$ cat src/rtl/ctr_record_queue.sv
// Control transfer record emitter.
// Pairs each retired control transfer with the PC of the next retired
// instruction, filters by type, tags with a saturating cycle count and
// buffers the surviving records in a multi-write FIFO drained one per cycle.

// Per-candidate filter: keeps a record unless frozen or its type is inhibited.
module ctr_record_queue_filt (
  input  logic        vld_i,
  input  logic [3:0]  type_i,
  input  logic [15:0] inhibit_mask_i,
  input  logic        freeze_i,
  output logic        keep_o
);
  assign keep_o = vld_i & ~freeze_i & ~inhibit_mask_i[type_i];
endmodule

module ctr_record_queue #(
  parameter int unsigned NrCommitPorts = 2,
  parameter int unsigned XLEN          = 64,
  parameter int unsigned FifoDepth     = 4,
  parameter int unsigned CcWidth       = 16
) (
  input  logic                               clk_i,
  input  logic                               rstn_i,
  input  logic [NrCommitPorts*XLEN-1:0]      source_i,
  input  logic [NrCommitPorts*4-1:0]         type_i,
  input  logic [NrCommitPorts-1:0]           valid_i,
  input  logic [15:0]                        inhibit_mask_i,
  input  logic                               freeze_i,
  input  logic                               flush_i,
  output logic                               rec_valid_o,
  input  logic                               rec_ready_i,
  output logic [XLEN-2:0]                    rec_source_o,
  output logic [XLEN-2:0]                    rec_target_o,
  output logic [3:0]                         rec_type_o,
  output logic [CcWidth-1:0]                 rec_cc_o,
  output logic                               rec_ccv_o,
  output logic                               overflow_o,
  output logic [$clog2(FifoDepth):0]         count_o
);
  localparam int unsigned N  = NrCommitPorts;
  localparam int unsigned AW = $clog2(FifoDepth);
  localparam int unsigned CW = AW + 1;
  localparam logic [CcWidth-1:0] CcMax = '1;

  typedef struct packed {
    logic [XLEN-2:0] src;
    logic [XLEN-2:0] tgt;
    logic [3:0]      typ;
  } cand_t;

  typedef struct packed {
    cand_t              body;
    logic [CcWidth-1:0] cc;
    logic               ccv;
  } rec_t;

  logic [N-1:0][XLEN-1:0] pc;
  logic [N-1:0][3:0]      ty;
  assign pc = source_i;
  assign ty = type_i;

  // Bit 0 of a PC is never recorded.
  logic unused_pc_lsb;
  always_comb begin
    unused_pc_lsb = 1'b0;
    for (int i = 0; i < int'(N); i++) unused_pc_lsb = unused_pc_lsb ^ pc[i][0];
  end

  // State
  logic [AW-1:0]      wr_ptr_q, wr_ptr_d, rd_ptr_q, rd_ptr_d;
  logic [CW-1:0]      count_q, count_d;
  logic               ovf_q, ovf_d;
  logic               pend_vld_q, pend_vld_d;
  logic [XLEN-2:0]    pend_src_q, pend_src_d;
  logic [3:0]         pend_type_q, pend_type_d;
  logic [CcWidth-1:0] cc_q, cc_d;
  logic               started_q, started_d;
  rec_t               mem_q [FifoDepth];

  // Candidate list in program order: slot 0 completes the pending transfer,
  // slot i+1 pairs port i with port i+1 in the same cycle.
  cand_t [N-1:0] cand;
  logic  [N-1:0] cand_vld, keep;
  always_comb begin
    cand     = '0;
    cand_vld = '0;
    cand_vld[0]    = pend_vld_q & valid_i[0];
    cand[0].src    = pend_src_q;
    cand[0].tgt    = pc[0][XLEN-1:1];
    cand[0].typ    = pend_type_q;
    for (int i = 0; i < int'(N) - 1; i++) begin
      cand_vld[i+1] = valid_i[i] & (ty[i] != 4'd0) & valid_i[i+1];
      cand[i+1].src = pc[i][XLEN-1:1];
      cand[i+1].tgt = pc[i+1][XLEN-1:1];
      cand[i+1].typ = ty[i];
    end
  end

  for (genvar c = 0; c < int'(N); c++) begin : g_filt
    ctr_record_queue_filt u_filt (
      .vld_i          (cand_vld[c]),
      .type_i         (cand[c].typ),
      .inhibit_mask_i (inhibit_mask_i),
      .freeze_i       (freeze_i),
      .keep_o         (keep[c])
    );
  end

  logic          pop;
  logic [CW-1:0] free, nw;
  logic          drop;
  logic [N-1:0]  wr_en;
  logic [N-1:0][AW-1:0] wr_addr;
  rec_t [N-1:0]  wr_rec;

  assign rec_valid_o = (count_q != '0);
  assign pop         = rec_valid_o & rec_ready_i;
  assign free        = CW'(FifoDepth) - count_q + CW'(pop);

  // Pack kept candidates into consecutive FIFO slots until space runs out;
  // only the first write of a cycle carries the running cycle count.
  always_comb begin
    nw      = '0;
    drop    = 1'b0;
    wr_en   = '0;
    wr_addr = '0;
    wr_rec  = '0;
    for (int c = 0; c < int'(N); c++) begin
      wr_rec[c].body = cand[c];
      wr_addr[c]     = wr_ptr_q + nw[AW-1:0];
      if (nw == '0) begin
        wr_rec[c].cc  = cc_q;
        wr_rec[c].ccv = started_q & (cc_q != CcMax);
      end else begin
        wr_rec[c].cc  = '0;
        wr_rec[c].ccv = 1'b1;
      end
      if (keep[c]) begin
        if (nw < free) begin
          wr_en[c] = 1'b1;
          nw       = nw + CW'(1);
        end else begin
          drop = 1'b1;
        end
      end
    end
  end

  // Next state for pointers, pending slot and cycle counter; flush wins.
  always_comb begin
    wr_ptr_d    = wr_ptr_q + nw[AW-1:0];
    rd_ptr_d    = rd_ptr_q + AW'(pop);
    count_d     = count_q + nw - CW'(pop);
    ovf_d       = ovf_q | drop;
    pend_vld_d  = pend_vld_q;
    pend_src_d  = pend_src_q;
    pend_type_d = pend_type_q;
    if (valid_i[0]) begin
      pend_vld_d = 1'b0;
      for (int i = 0; i < int'(N); i++) begin
        if (valid_i[i]) begin
          pend_vld_d  = (ty[i] != 4'd0);
          pend_src_d  = pc[i][XLEN-1:1];
          pend_type_d = ty[i];
        end
      end
    end
    if (nw != '0)          cc_d = CcWidth'(1);
    else if (cc_q == CcMax) cc_d = cc_q;
    else                    cc_d = cc_q + CcWidth'(1);
    started_d = started_q | (nw != '0);
    if (flush_i) begin
      wr_ptr_d   = '0;
      rd_ptr_d   = '0;
      count_d    = '0;
      ovf_d      = 1'b0;
      pend_vld_d = 1'b0;
      cc_d       = '0;
      started_d  = 1'b0;
    end
  end

  // Control state registers.
  always_ff @(posedge clk_i or negedge rstn_i) begin
    if (!rstn_i) begin
      wr_ptr_q    <= '0;
      rd_ptr_q    <= '0;
      count_q     <= '0;
      ovf_q       <= 1'b0;
      pend_vld_q  <= 1'b0;
      pend_src_q  <= '0;
      pend_type_q <= '0;
      cc_q        <= '0;
      started_q   <= 1'b0;
    end else begin
      wr_ptr_q    <= wr_ptr_d;
      rd_ptr_q    <= rd_ptr_d;
      count_q     <= count_d;
      ovf_q       <= ovf_d;
      pend_vld_q  <= pend_vld_d;
      pend_src_q  <= pend_src_d;
      pend_type_q <= pend_type_d;
      cc_q        <= cc_d;
      started_q   <= started_d;
    end
  end

  // Record storage; contents are only observable through the gated head.
  always_ff @(posedge clk_i) begin
    for (int c = 0; c < int'(N); c++) begin
      if (wr_en[c] && !flush_i) mem_q[wr_addr[c]] <= wr_rec[c];
    end
  end

  rec_t head;
  assign head         = rec_valid_o ? mem_q[rd_ptr_q] : '0;
  assign rec_source_o = head.body.src;
  assign rec_target_o = head.body.tgt;
  assign rec_type_o   = head.body.typ;
  assign rec_cc_o     = head.cc;
  assign rec_ccv_o    = head.ccv;
  assign overflow_o   = ovf_q;
  assign count_o      = count_q;
endmodule

$ cat config.mk
export PLATFORM = sky130hd
export DESIGN_NAME = ctr_record_queue
export DESIGN_NICKNAME = d
export VERILOG_FILES = /design/src/rtl/ctr_record_queue.sv
export SDC_FILE = /design/constraint.sdc
export NUM_CORES = 1
export LEC_CHECK = 0
export CAP_MARGIN = 20
export CORE_MARGIN = 1
export CORE_UTILIZATION = 58
export DETAILED_ROUTE_END_ITERATION = 16
export PLACE_DENSITY = 0.82
export SYNTH_ARGS = -nofsm -noshare
export SYNTH_HDL_FRONTEND = slang
export SYNTH_SLANG_ARGS = --single-unit
$ cat constraint.sdc
create_clock -name clk_i -period 18.1 [get_ports clk_i]
set_clock_uncertainty 0.2 [all_clocks]
set_input_delay 4.525 -clock clk_i [delete_from_list [all_inputs] [get_ports clk_i]]
set_output_delay 4.525 -clock clk_i [all_outputs]
set_load 0.1 [all_outputs]
; Yosys cells after proc, flatten, opt, wreduce, memory -nomap -nowiden
; Memories as Yosys holds them, arrays and structs flattened.
; Index checks and enable logic that the tools add are counted.
[classes]
n_mul = 0
bitwise = 14
eq_ne = 3
reduce_logical = 9
muxes = 35
addsub = 9
n_div = 0
n_lt_le_gt_ge = 4
shift = 0
[ops]
columns = cell, n
row1 = 147-bit two-way mux, 1
row2 = 63-bit two-way mux, 1
row3 = 16-bit two-way mux, 3
row4 = 1-bit two-way mux, 21
row5 = 17-bit two-way mux, 1
row6 = 16-bit by 1-bit adder with 16-bit output (second input constant), 1
row7 = 16-bit equality test (second input constant), 1
row8 = 16-bit inequality test (second input constant), 1
row9 = 4-bit by 5-bit < comparator with 1-bit output (second input constant), 2
row10 = 1-bit bitwise AND, 9
row11 = 3-bit two-way mux, 3
row12 = 1-bit binary-select mux with 4-bit select, 2
row13 = 4-bit nonzero test, 2
row14 = 3-bit nonzero test, 2
row15 = 2-bit adder, 2
row16 = 2-bit two-way mux, 2
row17 = 4-bit two-way mux, 1
row18 = 3-bit by 1-bit adder with 3-bit output, 1
row19 = 3-bit by 1-bit adder with 3-bit output (second input constant), 1
row20 = 3-bit adder, 1
row21 = 3-bit zero test, 1
row22 = 1-bit by 3-bit < comparator with 1-bit output (first input constant), 1
row23 = 3-bit < comparator, 1
row24 = 3-bit inequality test (second input constant), 1
row25 = other kinds (8), 12
[word_totals]
reg_bits = 93
mem_count = 1
in_bits = 159
latchBits = 0
rom_bits = 0
ramBits = 588
[memory_table]
columns = memory, words, width, read_ports, rd_ports_with_merged_regs, write_ports, line_no
row1 = mem_q, 4, 147, 1, 0, 2, 79  ; rec_t mem_q [FifoDepth];

; Depth between registers and ports, before layout
[logic_depth]
ltp_word = 12
ltp_mapped = 18
ltp_nobuf = 17

; Cells and area by module
; A second synthesis with hierarchy kept.
[unflattened]
cells_unflattened = 2095
hier_area_um2 = 33923.8
[by_module_without_submodules]
columns = module, n_inst, cells_per_inst, area_per_inst_um2
row1 = ctr_record_queue, 1, 2065, 33613.5
row2 = ctr_record_queue_filt, 2, 15, 155.1

; Worst setup path before layout
; No wires, ideal clock.
[synth_path]
kind = input to register
startpoint = input port inhibit_mask_i[15]
endpoint = memory mem_q[2][0] in the netlist's numbering (enable)
arrival_ns = 16.305
setup_time_ns = 0.869
slack_ns = 0.727
t_required_ns = 17.031
path_stages = 6
n_path_buf = 0
path_cell_list = mux4_2 mux2i_1 a22oi_1 nor2_1 nand2_1 o31ai_1
[synth_lines]
columns = element, line_no
row1 = from (decl), 28  ; input logic [15:0] inhibit_mask_i,
row2 = to (decl), 79

==> out/metrics.csv <==
stage,metric,value,unit
floorplan,chipWidth,246,um
cells_and_area,drive_above_1_share,34.3,%
sta,tightestPinTransition,1150,ps
power_and_ir_drop,leakagePower,14.3,nW
worst_setup_path,worst_r2r_path_depth,13,
logic_synthesis,syn_area,0.0345,mm2
worst_hold_path,min_to,started_q,
global_routing,grt_usage,26.8,%
worst_setup_path,r2r_setup_slack,11260,ps
logic_synthesis,ys_ff_latch,681,
global_routing,grt_pass1_wl,122000,um
routing,first_iter_violations,1289,
floorplan,die_height,246,um
global_routing,antenna_found_initial,14,
worst_hold_path,worstHoldStart,started_q,
floorplan,start_util,58.6,%
routing,routed_via_density,6.10,
run,cap_violations,0,
cts,cts_tree,yes,
floorplan,io-pin-count,311,
floorplan,core,0.0589,mm2
routing,drc_errors,0,
place,gp_congestion,0.787,
power_and_ir_drop,power,5.89,mW
logic_synthesis,yosysTopAreaCell,edfxtp_1,
sta,worst_slack,8040,ps
cts,cts_root_buf,clkbuf_16,
floorplan,core.rowCount,89,
cells_and_area,final_common_cell,edfxtp_1,
run_status,status,"complete, no violations",
place,placed_cell_area,0.0380,mm2
cells_and_area,most-common-layout-cells,"edfxtp_1, mux2_2, clkdlybuf4s50_1",
sta,setup_viol,0,
worst_setup_path,cp.arrival,10090,ps
global_routing,grt.overflow.total,0,
logic_synthesis,synth_edf_count,588,
logic_synthesis,synth.distinct_cells,50,
cts,post_cts_resized,0,
cells_and_area,fin_util,68.4,%
logic_synthesis,synthCells,2082,
routing,final_antenna_net_count,0,
cts,clock_latency,620,ps
worst_hold_path,hold_class,reg -> reg,
sta,period_share,55.6,%
power_and_ir_drop,power_density,146,mW/mm2
worst_setup_path,r2r-start,count_o[2],
cts,numCtsBuffers,72,
worst_setup_path,crit_path_max_fanout,131,
routing,wl_per_cell,25.2,um
worst_setup_path,criticalPathCategory,in -> reg,
cts,htree_levels,3,
sta,rsz0062_at_grt,false,
place,pre_cts_slack,7490,ps
worst_setup_path,crit_path_end_kind,flop,
place,portBuffers,308,
floorplan,die_area,0.0605,mm2
worst_hold_path,whs_path_depth,2,
logic_synthesis,synth-warning-count,0,
cts,clock-sinks,681,
routing,via_count,19443,
cells_and_area,area_delta_synth_final,16.9,%
logic_synthesis,synthesis.nets,2251,
cts,clock_path_buffers,3,
cells_and_area,nets,2510,
logic_synthesis,ys.flop_type,edfxtp_1,
routing,drt-total-wl,80200,um
power_and_ir_drop,ir_drop,0.000215,V
logic_synthesis,synth.avg_cell_area,16.6,um2
place,dp_hpwl,44000,um
sta,period_minus_slack,10060,ps
worst_setup_path,worstPathRequired,18120,ps
routing,first_pass_iters,5,
worst_setup_path,critPathLaunchType,input pin,
sta,max_freq,0.0994,GHz
cts,post-cts-setup-buffer-count,0,
sta,finalHoldViolCount,0,
global_routing,first_global_vias,20748,
worst_setup_path,r2r_end,mem_q[1][48],
global_routing,grt_start_max_net_pins,132,
cts,cts_hold_buffers,0,
logic_synthesis,synth_seq_area_share,57.9,%
logic_synthesis,synth-async-reset-ratio,13.7,%
logic_synthesis,synth.top_cell.area_share,51.2,%
sta,fin_setup_tns,0,ps
sta,slew-limit-headroom,23.1,%
sta,slew_violations,0,
cells_and_area,finalInstanceArea,0.0403,mm2
logic_synthesis,synth.area.top_cells,"edfxtp_1, mux2_2, mux4_2",
cts,clkTransAtPathRegs,60,ps
-- final cells by class --
cell class,count,area [um2]
Antenna cell,13,32.5
Clock buffer,105,2040
Clock inverter,28,254
Fill cell,3827,18600
Inverter,9,33.8
Multi-Input combinational cell,1240,13700
Sequential cell,681,20000
Tap cell,773,967
Timing Repair Buffer,337,3310
-- state kept, by name, indices dropped and copies added, names as in the netlist --
name and count:
cc_q 16, count_o 3, mem_q 588, overflow_o 1
pend_src_q 63, pend_type_q 4, pend_vld_q 1, rd_ptr_q 2
started_q 1, wr_ptr_q 2
-- per-stage QoR --
stage / instances / hold slack [ps]
after floorplan: 2082 / 266
after global placement: 3040 / 288
after detailed placement: 3040 / 297
after CTS: 3173 / 309
after global routing: 3183 / 340
final: 3186 / 317
-- power breakdown --
part,internal [mW],leakage [nW],switching (mW),total (mW)
Combinational,0.737,6.82,1.88,2.62
Clock,0.829,1.12,0.609,1.44
Sequential,1.77,6.39,0.0589,1.83
-- per-layer routing --
metal  share of wire (%)  global-route usage, %  up-vias  routed length, um
li1                    -                      -     8593                  -
met5               0.057                      0        -                 46
met4                 2.4                   9.06        8               1960
met1                  40                   34.5    10050              31800
met3                 7.0                   5.51      115               5610
met2                  51                   45.4      677              40800
-- Yosys cell counts (all sizes together), types with 10 or more instances --
master  number
edfxtp     588
mux2       521
and2       212
mux4       154
nor2       100
buf         93
dfrtp       93
mux2i       72
a21oi       71
clkbuf      59
nand2       19
xor2        11
nand3       10
-- critical path, stage by stage --
cell	delay [ps]
clkdlybuf4s50_1	540
nand2_1	120
ha_1	220
inv_1	50
ha_1	240
nor3_1	730
nor2_1	120
ha_1	230
xnor2_1	570
nor4bb_4	370
buf_12	720
a41o_4	780
buf_4	790
-- worst max-delay path by stage --
stage	to	startpoint	depth (start not counted)
after floorplan	mem_q[2][0]	inhibit_mask_i[15]	6
after global placement	mem_q[1][48]	rec_ready_i	13
after detailed placement	mem_q[1][50]	rec_ready_i	13
after CTS	mem_q[1][48]	rec_ready_i	13
after global routing	mem_q[1][18]	rec_ready_i	13
final	mem_q[1][48]	rec_ready_i	13
-- logic make-up (layout without fill, tap and decap cells) --
family	count (synthesis)	in the layout	synth area share, %
compound gates	84	84	1.37
xor+xnor	18	18	0.457
fa+ha+maj	10	10	0.384
buf+inv	161	479	2.64
flops	681	681	57.9
mux	747	747	31.1
other cells	0	13	0
simple gates	381	381	6.13
Power figures use the tool's default switching activity.
